==> src/rtl/marker_centroid_tracker.sv <==
// marker_centroid_tracker
//   Accumulates the coordinates of colour-matched camera pixels over a frame and
//   divides the sums by the pixel count to produce the marker centroid. The
//   matched-pixel count doubles as a depth proxy (bigger blob = closer).
//
// Ports
//   clk_in         system clock
//   rst_in         synchronous, active-high reset
//   x_in, y_in     coordinates of the current camera pixel
//   valid_in       x_in/y_in/mask_in valid this cycle
//   mask_in        pixel matches the marker colour
//   frame_done_in  one-cycle pulse at end of frame
//   x_out, y_out   centroid (floor of sum / count)
//   z_out          matched-pixel count, saturated at 16383
//   found_out      last completed frame had count >= MIN_PIXELS
//   valid_out      one-cycle pulse when outputs are updated
//   busy_out       divider running
//   overrun_out    one-cycle pulse when a frame was dropped (divider busy)
module marker_centroid_tracker #(
    parameter int ACC_W      = 32,
    parameter int CNT_W      = 20,
    parameter int MIN_PIXELS = 16
) (
    input  logic        clk_in,
    input  logic        rst_in,
    input  logic [10:0] x_in,
    input  logic [9:0]  y_in,
    input  logic        valid_in,
    input  logic        mask_in,
    input  logic        frame_done_in,
    output logic [11:0] x_out,
    output logic [11:0] y_out,
    output logic [13:0] z_out,
    output logic        found_out,
    output logic        valid_out,
    output logic        busy_out,
    output logic        overrun_out
);

    localparam int REM_W  = ACC_W + 1;
    localparam int STEP_W = $clog2(ACC_W) + 1;
    localparam logic [CNT_W-1:0]  MIN_CNT   = CNT_W'(MIN_PIXELS);
    localparam logic [STEP_W-1:0] LAST_STEP = STEP_W'(ACC_W - 1);
    localparam logic [CNT_W-1:0]  Z_MAX     = CNT_W'(16383);

    typedef enum logic [1:0] {ST_ACCUM, ST_DIVIDE, ST_PUBLISH} state_e;

    state_e state_q, state_d;

    logic [ACC_W-1:0]  sum_x_q, sum_x_d, sum_y_q, sum_y_d;
    logic [CNT_W-1:0]  cnt_q, cnt_d;
    logic [ACC_W-1:0]  qx_q, qx_d, qy_q, qy_d;
    logic [REM_W-1:0]  rx_q, rx_d, ry_q, ry_d;
    logic [CNT_W-1:0]  div_q, div_d;
    logic              found_lat_q, found_lat_d;
    logic [STEP_W-1:0] step_q, step_d;

    logic [11:0] x_out_q, x_out_d, y_out_q, y_out_d;
    logic [13:0] z_out_q, z_out_d;
    logic        found_out_q, found_out_d;
    logic        valid_out_q, valid_out_d;
    logic        overrun_out_q, overrun_out_d;

    logic             hit;
    logic [ACC_W-1:0] sum_x_upd, sum_y_upd;
    logic [CNT_W-1:0] cnt_upd;
    logic             meets_min;
    logic [REM_W-1:0] divisor, rx_sh, ry_sh;

    // Running sums including this cycle's pixel, so a pixel coinciding with
    // frame_done_in lands in the closing frame.
    always_comb begin
        hit       = valid_in & mask_in;
        sum_x_upd = sum_x_q + (hit ? ACC_W'(x_in) : '0);
        sum_y_upd = sum_y_q + (hit ? ACC_W'(y_in) : '0);
        cnt_upd   = (hit && (cnt_q != '1)) ? cnt_q + CNT_W'(1) : cnt_q;
        meets_min = (cnt_upd >= MIN_CNT);
        // Accumulators restart on every frame boundary, including dropped frames.
        sum_x_d   = frame_done_in ? '0 : sum_x_upd;
        sum_y_d   = frame_done_in ? '0 : sum_y_upd;
        cnt_d     = frame_done_in ? '0 : cnt_upd;
    end

    // State register (all state flops)
    always_ff @(posedge clk_in) begin
        if (rst_in) begin
            state_q       <= ST_ACCUM;
            sum_x_q       <= '0;
            sum_y_q       <= '0;
            cnt_q         <= '0;
            qx_q          <= '0;
            qy_q          <= '0;
            rx_q          <= '0;
            ry_q          <= '0;
            div_q         <= '0;
            found_lat_q   <= 1'b0;
            step_q        <= '0;
            x_out_q       <= '0;
            y_out_q       <= '0;
            z_out_q       <= '0;
            found_out_q   <= 1'b0;
            valid_out_q   <= 1'b0;
            overrun_out_q <= 1'b0;
        end else begin
            state_q       <= state_d;
            sum_x_q       <= sum_x_d;
            sum_y_q       <= sum_y_d;
            cnt_q         <= cnt_d;
            qx_q          <= qx_d;
            qy_q          <= qy_d;
            rx_q          <= rx_d;
            ry_q          <= ry_d;
            div_q         <= div_d;
            found_lat_q   <= found_lat_d;
            step_q        <= step_d;
            x_out_q       <= x_out_d;
            y_out_q       <= y_out_d;
            z_out_q       <= z_out_d;
            found_out_q   <= found_out_d;
            valid_out_q   <= valid_out_d;
            overrun_out_q <= overrun_out_d;
        end
    end

    // Next-state and divider datapath
    always_comb begin
        state_d     = state_q;
        qx_d        = qx_q;
        qy_d        = qy_q;
        rx_d        = rx_q;
        ry_d        = ry_q;
        div_d       = div_q;
        found_lat_d = found_lat_q;
        step_d      = step_q;

        divisor = REM_W'(div_q);
        // Restoring step: the quotient register starts as the dividend and
        // shifts its MSB into the remainder while quotient bits shift in at the LSB.
        rx_sh   = {rx_q[ACC_W-1:0], qx_q[ACC_W-1]};
        ry_sh   = {ry_q[ACC_W-1:0], qy_q[ACC_W-1]};

        case (state_q)
            ST_ACCUM: begin
                if (frame_done_in) begin
                    qx_d        = sum_x_upd;
                    qy_d        = sum_y_upd;
                    rx_d        = '0;
                    ry_d        = '0;
                    div_d       = cnt_upd;
                    found_lat_d = meets_min;
                    step_d      = '0;
                    state_d     = meets_min ? ST_DIVIDE : ST_PUBLISH;
                end
            end
            ST_DIVIDE: begin
                if (rx_sh >= divisor) begin
                    rx_d = rx_sh - divisor;
                    qx_d = {qx_q[ACC_W-2:0], 1'b1};
                end else begin
                    rx_d = rx_sh;
                    qx_d = {qx_q[ACC_W-2:0], 1'b0};
                end
                if (ry_sh >= divisor) begin
                    ry_d = ry_sh - divisor;
                    qy_d = {qy_q[ACC_W-2:0], 1'b1};
                end else begin
                    ry_d = ry_sh;
                    qy_d = {qy_q[ACC_W-2:0], 1'b0};
                end
                step_d = step_q + STEP_W'(1);
                if (step_q == LAST_STEP) begin
                    state_d = ST_PUBLISH;
                end
            end
            ST_PUBLISH: begin
                state_d = ST_ACCUM;
            end
            default: begin
                state_d = ST_ACCUM;
            end
        endcase
    end

    // Outputs
    always_comb begin
        x_out_d       = x_out_q;
        y_out_d       = y_out_q;
        z_out_d       = z_out_q;
        found_out_d   = found_out_q;
        valid_out_d   = 1'b0;
        overrun_out_d = frame_done_in && (state_q != ST_ACCUM);
        busy_out      = (state_q == ST_DIVIDE);

        if (state_q == ST_PUBLISH) begin
            valid_out_d = 1'b1;
            found_out_d = found_lat_q;
            z_out_d     = (div_q > Z_MAX) ? 14'h3FFF : 14'(div_q);
            if (found_lat_q) begin
                x_out_d = 12'(qx_q);
                y_out_d = 12'(qy_q);
            end
        end
    end

    assign x_out       = x_out_q;
    assign y_out       = y_out_q;
    assign z_out       = z_out_q;
    assign found_out   = found_out_q;
    assign valid_out   = valid_out_q;
    assign overrun_out = overrun_out_q;

endmodule

==> config.mk <==
export PLATFORM = sky130hd
export DESIGN_NAME = marker_centroid_tracker
export DESIGN_NICKNAME = d
export VERILOG_FILES = /design/src/rtl/marker_centroid_tracker.sv
export SDC_FILE = /design/constraint.sdc
export NUM_CORES = 1
export LEC_CHECK = 0
export CAP_MARGIN = 20
export CORE_ASPECT_RATIO = 0.5
export CORE_MARGIN = 2
export CORE_UTILIZATION = 61
export DETAILED_ROUTE_END_ITERATION = 12
export PLACE_DENSITY = 0.79
export SLEW_MARGIN = 10
export SYNTH_ARGS = -nofsm -noshare
export SYNTH_HDL_FRONTEND = slang
export SYNTH_SLANG_ARGS = --single-unit
==> constraint.sdc <==
create_clock -name clk_in -period 5.5 [get_ports clk_in]
set_clock_uncertainty 0.15 [all_clocks]
set_input_delay 1.375 -clock clk_in [delete_from_list [all_inputs] [get_ports clk_in]]
set_output_delay 1.375 -clock clk_in [all_outputs]
set_load 0.01 [all_outputs]
# == Word-level counts from Yosys, hierarchy flattened ==
# Cells that the tools add are included.
# totals
out_inout_bits,42
in_bits,26
register_bits,282
wordCells,66
# classes
bitwise,1
n_addsub,6
reduce_logical,10
mux,22
magnitude_cmp,4
eq_ne,6
# ops
operator,count
$pmux 32 s2,4
$mux 32,5
$ge 33x20->1,2
$sub 32x20->32,2
$add 32x10->32,1
$add 32x11->32,1
$add 20x1->20 const B,1
$ge 20x5->1 const B,1
$gt 20x14->1 const B,1
$mux 20,1
$ne 20x20->1 const B,1
$mux 14,1
$pmux 6 s2,1
$mux 11,1
$mux 10,1
$reduce_and 2->1,4
$add 6x1->6 const B,1
$eq 6x5->1 const B,1
$mux 2,3
$mux 6,1
$pmux 2 s2,1
$reduce_bool 2->1,2
$mux 1,3
$eq 2x1->1 const B,1
other kinds (7),8

# == Depth between registers and ports, before layout ==
# Gate-level depths: netlist of the first run.
# depth
depth_word,7
ltp_mapped,13
ltp_nobuf,11

# == Worst setup path after synthesis of the first run ==
# OpenSTA, ideal clock, no wires.
# synth_timing
kind,in2reg
from,in valid_in
to,reg qy_q[22]
stages,13
path_slack_ns,1.101
path_buffers,2
setup_time_ns,0.134
t_required_ns,5.216
t_arrival_ns,4.115
cell_sequence,clkbuf_1 > and3_1 > ha_1 > fa_1 > a21o_1 > a2111oi_0 > a21oi_1 > a31oi_1 > nor2b_1 > clkbuf_1 > nand4_1 > xor2_1 > o22ai_1
# synth_between
elab_chain_len,5
# synth_lines
element,line,rtl
"start, declared",28,"input logic valid_in,"
$and 1x1->1,73,hit = valid_in & mask_in;
$mux 10,75,sum_y_upd = sum_y_q + (hit ? ACC_W'(y_in) : '0);
$add 32x10->32,75,
$mux 32,144,if (frame_done_in) begin
$pmux 32 s2,142,case (state_q)
"end signal, assigned",110,qy_q <= qy_d;
"end, declared",52,"logic [ACC_W-1:0] qx_q, qx_d, qy_q, qy_d;"
# Every way passes these cells. The select of a mux whose other input is x is not followed.
# A chain may end at the register's enable or synchronous reset.

# == Worst setup path in the final report of the first run ==
# layout_timing
from,in valid_in
to,reg qy_q[16]
# Same word-level chain as after synthesis.

==> results of run 1 <==
==> final timing paths <==
kind / endpoint / cells past startpoint
worst max-delay path: qy_q[16] / 13
worst min-delay path: x_out[10] / 2
worst max register to register: ry_q[1] / 10
worst min register to register: x_out[10] / 2
==> layer usage <==
layer	vias to the layer above	share of wire, %	GRT usage (%)	wire (um)
met2	388	46	49.3	17000
li1	6362	-	-	-
met1	6295	46	39.3	17000
met3	70	6.3	5.45	2330
met4	0	2.3	8.11	864
met5	-	0	0	0
==> flip-flops by register name, summed over array words and instances (netlist names), 6 cells and up <==
name / flops
qx_q: 32
x_out: 12
sum_x_q: 32
sum_y_q: 32
ry_q: 32
z_out: 14
y_out: 12
cnt_q: 20
div_q: 20
step_q: 6
qy_q: 32
rx_q: 32
==> worst max-delay path, delay by kind of cell <==
| family | cells | cell delay (ns) |
|---|---|---|
| XOR/XNOR | 1 | 0.22 |
| buffers and inverters | 3 | 1.01 |
| AO/OA/AOI/OAI | 5 | 1.27 |
| AND/OR/NAND/NOR | 3 | 0.63 |
| adder cells (fa/ha/maj) | 1 | 0.44 |
==> placed cells by master, fill, tap and decap left out, types with 5 or more instances in the layout <==
cell             netlist  final
buf_4                  0     19
nor2b_1               24     24
and4_1                 7      7
o21a_1                17     17
o2111ai_1              5      5
and2_1                17     17
o22ai_1               45     45
mux2i_1               23     23
o211ai_1              18     18
or4_1                  8      8
o31a_1                 5      5
nand4_1               23     23
a31oi_1               10     10
o21ai_0               97     97
a22o_1                 8      8
clkdlybuf4s50_1        0     66
a211oi_1              25     25
a32oi_1                8      8
a22oi_1               56     56
nand3b_1               5      5
inv_6                  0      5
a21o_1                19     19
xor2_1                66     66
or3_1                 11     11
and3_1                45     45
or2_2                 13     13
o21bai_1               8      8
nand2_1              151    151
ha_1                  63     63
nand3_1               49     49
nor4_1                12     12
inv_1                 38     38
clkbuf_16              0     25
a2bb2oi_1              7      7
dfxtp_1              282    282
xnor2_1               49     49
nand2b_1              13     13
a21oi_1               91     91
nor2_1               226    224
nor3_1                57     57
==> power groups by stage <==
| stage | clock [W] | combinational, W | sequential, W |
|---|---|---|---|
| 2_1_floorplan | 0 | 0.000403 | 0.00213 |
| 3_3_place_gp | 0 | 0.000535 | 0.00214 |
| 3_5_place_dp | 0 | 0.000547 | 0.00214 |
| 4_1_cts | 0.00188 | 0.000551 | 0.00209 |
| 5_1_grt | 0.00196 | 0.000615 | 0.00209 |
| 6_report | 0.00187 | 0.000559 | 0.00209 |
==> stage by stage <==
stage / total power, W / hold WS (ns) / std cells / util [%] / instance area (um2)
global route: 0.00467 / 0.334 / 2101 / 70.3 / 16200
detailed placement: 0.00269 / 0.295 / 2054 / 66.5 / 15400
CTS: 0.00452 / 0.306 / 2100 / 70.2 / 16200
global placement: 0.00267 / 0.286 / 2053 / 66.5 / 15400
finish: 0.00452 / 0.305 / 2102 / 70.3 / 16200
floorplan: 0.00254 / 0.276 / 1757 / - / 14500
==> kinds of logic after synthesis <==
family / Yosys count / share of synthesized area (%)
multiplexers: 25 / 1.74
adder cells (fa/ha/maj): 67 / 5.98
flip-flops: 282 / 38.8
buffers and inverters: 134 / 3.58
XOR/XNOR: 115 / 6.93
AO/OA/AOI/OAI: 454 / 20.4
AND/OR/NAND/NOR: 680 / 22.5
==> final cells by class <==
| class | instances | area [um2] | area share (%) |
|---|---|---|---|
| timing repair buffer | 86 | 808 | 4.98 |
| inverter | 39 | 146 | 0.902 |
| clock inverter | 15 | 179 | 1.10 |
| multi-input combinational | 1341 | 8380 | 51.7 |
| tap | 307 | 384 | 2.37 |
| sequential | 282 | 5650 | 34.8 |
| antenna | 1 | 2.50 | 0.0154 |
| clock buffer | 31 | 678 | 4.18 |
==> metrics, run 1 <==
Final nets 1868; synth warn 0; Yosys reg bits 282; Async SR Flop Fraction 0%; Worst Setup Start Kind input port; Yosys top cell area share 38.8%; Fin Setup TNS 0 ns; fillers 1866; IO Count 68; IO buf count 67; Worst Path Max Fanout 12; Final ANT Viol Nets 0; Syn Inst Count 1757; clock buffer depth 3; clock period minus worst slack 4.69 ns; internal power 0.00332 W; top cells by count, synth 282 x dfxtp_1, 226 x nor2_1, 151 x nand2_1, 97 x o21ai_0, 91 x a21oi_1; Worst R2R Start div_q[1]; Slew Viols, Final 0; WP data arrival 4.92 ns; syn_area_per_cell 8.27 um2; Slew HR 27.0%; clock root cell clkbuf_16; vias in the first global route 12500; Worst-path clk slew 0.07 ns; net count after synthesis 1850; Yosys top cell by area dfxtp_1; R2R Setup Slk 1.69 ns; Cell variety after synth 72; FMAX 213 MHz; die area 25100 um2; H-Tree Level Count 1; Required @ worst endpoint 5.73 ns; Core ar. 23100 um2; initial antenna violation count 1; Placer Congestion 0.930; cts hold-fix bufs 0; clock sink count 282; setup ws final 0.810 ns; Via density 6.24; DR DRC count 0; hold_sp x_out[10]; period utilization 85.3%; Slowest-stage cell, CP clkdlybuf4s50_1; final hold violations 0; RSZ-0062 raised after global routing false; total net switching power 0.00120 W; postcts setup bufs 0; post-synthesis sequential area ratio 38.8%; starting DRC count in detailed routing 1083; TritonCTS clock tree built; most frequent CP cell buf_4; clock power share 41.3%; Switching Fraction 26.6%; worst vdd ir 0.000183 V; Pwr Density 278 nW/um2; critical path's largest stage delay 0.56 ns; PostCTS Resize Cnt 0; Max-Cap Viols 0; Hold WC Path Type reg2reg; die width 222 um; pre-CTS setup slack 0.343 ns; share of post-route cells with drive strength above 1 5.13%; most instantiated library cell after synthesis dfxtp_1; Skew-Pair Late Insertion Delay 0.55 ns; Top FF cell, synth dfxtp_1; Worst setup EP type flip-flop; TritonCTS buffer count 25; vias 13100; CP Class in2reg; Starting Density 63.0%; Comb power frac 12.4%; Layout area overhead 11.6%; register share of total power 46.3%; number of synthesized flops with an enable pin 0; FP Rows 39; status finished, final reports clean; Final Setup Violations 0; die height 113 um; Worst-Margin Slew 1.10 ns; Post-Syn Area 14500 um2; final WL 37200 um; DRT Pass-1 Iters 5; origin of the worst setup path valid_in; Post-DP HPWL 26400 um; GRT overflow 0; LEAKAGE 6.15 nW; Area contributors post-synth dfxtp_1 39%, nor2_1 5.8%, ha_1 5.4%; routed len/inst 17.7 um; Overall Global Routing Usage 29.4%; first-pass GRT wire length 61500 um; crit-path cells clkdlybuf4s50_1 -> buf_4 -> and3_1 -> fa_1 -> a21o_1 -> a2111oi_0 -> buf_4 -> a21oi_1 -> a31oi_1 -> nor2b_1 -> nand3_1 -> xor2_1 -> o22ai_1; largest net degree at the start of global routing 76
Note: power is estimated with default switching activity, not from simulation.
==> run 2, diff against run 1 <==
Settings changed: CORE_UTILIZATION 61 to 55, PLACE_DENSITY 0.79 to 0.76.
Clock period 5.5 ns to 4.1 ns, I/O delays scaled along.
==> metrics, run 2 (synthesis results as in run 1) <==
Slew HR 38.6% (+12 points); CP Class in2reg; Required @ worst endpoint 4.36 ns (-1.37 ns); Reg2Reg Capture Point ry_q[8]; Post-DP HPWL 26900 um (+1.8%); Final Instance Area 16700 um2 (+3.0%); area of the multi-input gates 8390 um2 (+0.10%); WP data arrival 4.18 ns (-0.74 ns); DR DRC count 0 (unchanged); hold path depth 2 (unchanged); met3 GRT Util 4.00% (-1.5 points); layer with the highest usage met2; initial antenna violation count 0 (-1); Post-DP Area 15900 um2 (+3.2%); fillers 2145 (+15%); worst vdd ir 0.000319 V (+74%); total net switching power 0.00157 W (+31%); TritonCTS buffer count 25 (unchanged); GRT overflow 0 (unchanged); GRT met1 Usage 35.8% (-3.4 points); clock power share 40.9% (-0.4 points); RSZ-0062 raised after global routing false; Worst setup EP type flip-flop; FP Rows 41 (+5.1%); met2 Resource Use GR 48.3% (-1.0 points); IO buf count 67 (unchanged); DRT Pass-1 Iters 5 (unchanged); Starting Density 56.8% (-6.2 points); clock period minus worst slack 3.91 ns; clock root cell clkbuf_16; Worst-Margin Slew 0.919 ns (-0.176 ns); LEAKAGE 6.42 nW (+4.4%); total power 0.00606 W (+34%); clock sink count 282 (unchanged); Min-Delay Endpoint x_out[0]; worst r2r path cells 12 (+2); die area 27800 um2 (+11%); hold_sp x_out[0]; Pwr Density 363 nW/um2 (+30%); Reg area 5650 um2 (unchanged); TritonCTS clock tree built; first-pass GRT wire length 63500 um (+3.4%); final WL 38500 um (+3.5%); FMAX 256 MHz; vias in the first global route 12800 (+2.9%); Core ar. 25600 um2 (+11%); final hold violations 0 (unchanged); R2R Setup Slk 0.53 ns (-1.16 ns); die width 234 um (+5.2%); most common cell after layout, fill and taps aside dfxtp_1; largest net degree at the start of global routing 138 (+82%); die height 119 um (+5.1%); Slew Viols, Final 0 (unchanged); diode count 0 (-1); Via density 6.01 (-3.7%); Final ANT Viol Nets 0 (unchanged); routed len/inst 17.6 um (-0.78%); Placer Congestion 0.903 (-2.9%); Worst-path clk slew 0.07 ns (about the same); Final nets 1924 (+3.0%); Hold WC Path Type reg2reg; Final Setup Violations 0 (unchanged); Skew-Pair Late Insertion Delay 0.57 ns (+0.02 ns); Worst R2R Start div_q[1]; vias 13200 (+0.41%); Worst Path Max Fanout 8 (-4); internal power 0.00449 W (+35%); register share of total power 46.3% (about the same); Max-Cap Viols 0 (unchanged); Worst Setup Start Kind input port; period utilization 95.4%; share of post-route cells with drive strength above 1 7.74% (+2.6 points); clock buffer depth 3 (unchanged); Overall Global Routing Usage 27.6% (-1.9 points); Layout area overhead 14.9%; IO Count 68 (unchanged); Switching Fraction 26.0% (-0.59 points); status finished, final reports clean; H-Tree Level Count 1 (unchanged); most frequent cells in the layout 282 x dfxtp_1, 224 x nor2_1, 151 x nand2_1, 97 x o21ai_0, 91 x a21oi_1; Comb power frac 12.8% (+0.4 points); starting DRC count in detailed routing 1114 (+2.9%)
run 2: cell count changes in the layout (fill, tap and decap cells not counted), sizes merged:
cell	previous run	this run
buf	20	75
diode	1	0
inv	44	40
clkbuf	31	38
clkinv	6	2
run 2: worst max-delay path by stage:
stage	start	end	cells past startpoint
global placement	valid_in	sum_x_q[29]	12
finish	valid_in	qy_q[14]	13
detailed placement	valid_in	sum_x_q[29]	13
floorplan	valid_in	qy_q[22]	13
CTS	mask_in	sum_x_q[29]	13
global route	mask_in	qy_q[16]	13
run 2: per-stage QoR:
stage                     instances  TNS, ns  hold WS [ns]  setup WS [ns]  util, %
final                          2192        0         0.307          0.187     65.3
after global routing           2192        0         0.327         0.0212     65.3
after detailed placement       2147   -18.01         0.294         -0.476     61.9
after floorplan                1757        0         0.276         0.0511        -
after CTS                      2191        0         0.308          0.124     65.2
after global placement         2147   -14.43         0.287         -0.442     61.9
run 2: power groups by stage:
stage	Clock [W]	Combinational [W]	Sequential, W
after global placement	0	0.000744	0.00287
after CTS	0.00250	0.000769	0.00281
after global routing	0.00262	0.000849	0.00281
final	0.00248	0.000778	0.00281
after detailed placement	0	0.000764	0.00287
after floorplan	0	0.000541	0.00286
run 2: cell type report:
class	instances	area share (%)
flip-flops and latches	282	33.8
clock buffers	37	4.25
well taps	344	2.58
inverters	39	0.876
repair buffers	142	7.51
clock inverters	7	0.764
multi-input cells	1341	50.2
run 2: worst max-delay path, cell delays in order:
cell and delay (ns):
clkdlybuf4s50_1 0.54, and3_1 0.25, ha_1 0.21, fa_1 0.41, a21o_1 0.19, a2111oi_0 0.39
buf_4 0.19, a21oi_1 0.10, a31oi_2 0.26, nor2b_2 0.14, nand4_1 0.14, xor2_1 0.21
o22ai_1 0.13
run 2: routing by layer:
layer	share of wire (%)	routed length, um
met5	0	0
met3	4.5	1750
met1	45	17400
met2	48	18700
met4	1.7	655
run 2: what timing repair did:
action	4_1_cts	5_1_grt
hold buffers	0	0
setup endpoints to repair	0	7
resized for setup	0	2
buffers inserted	0	0
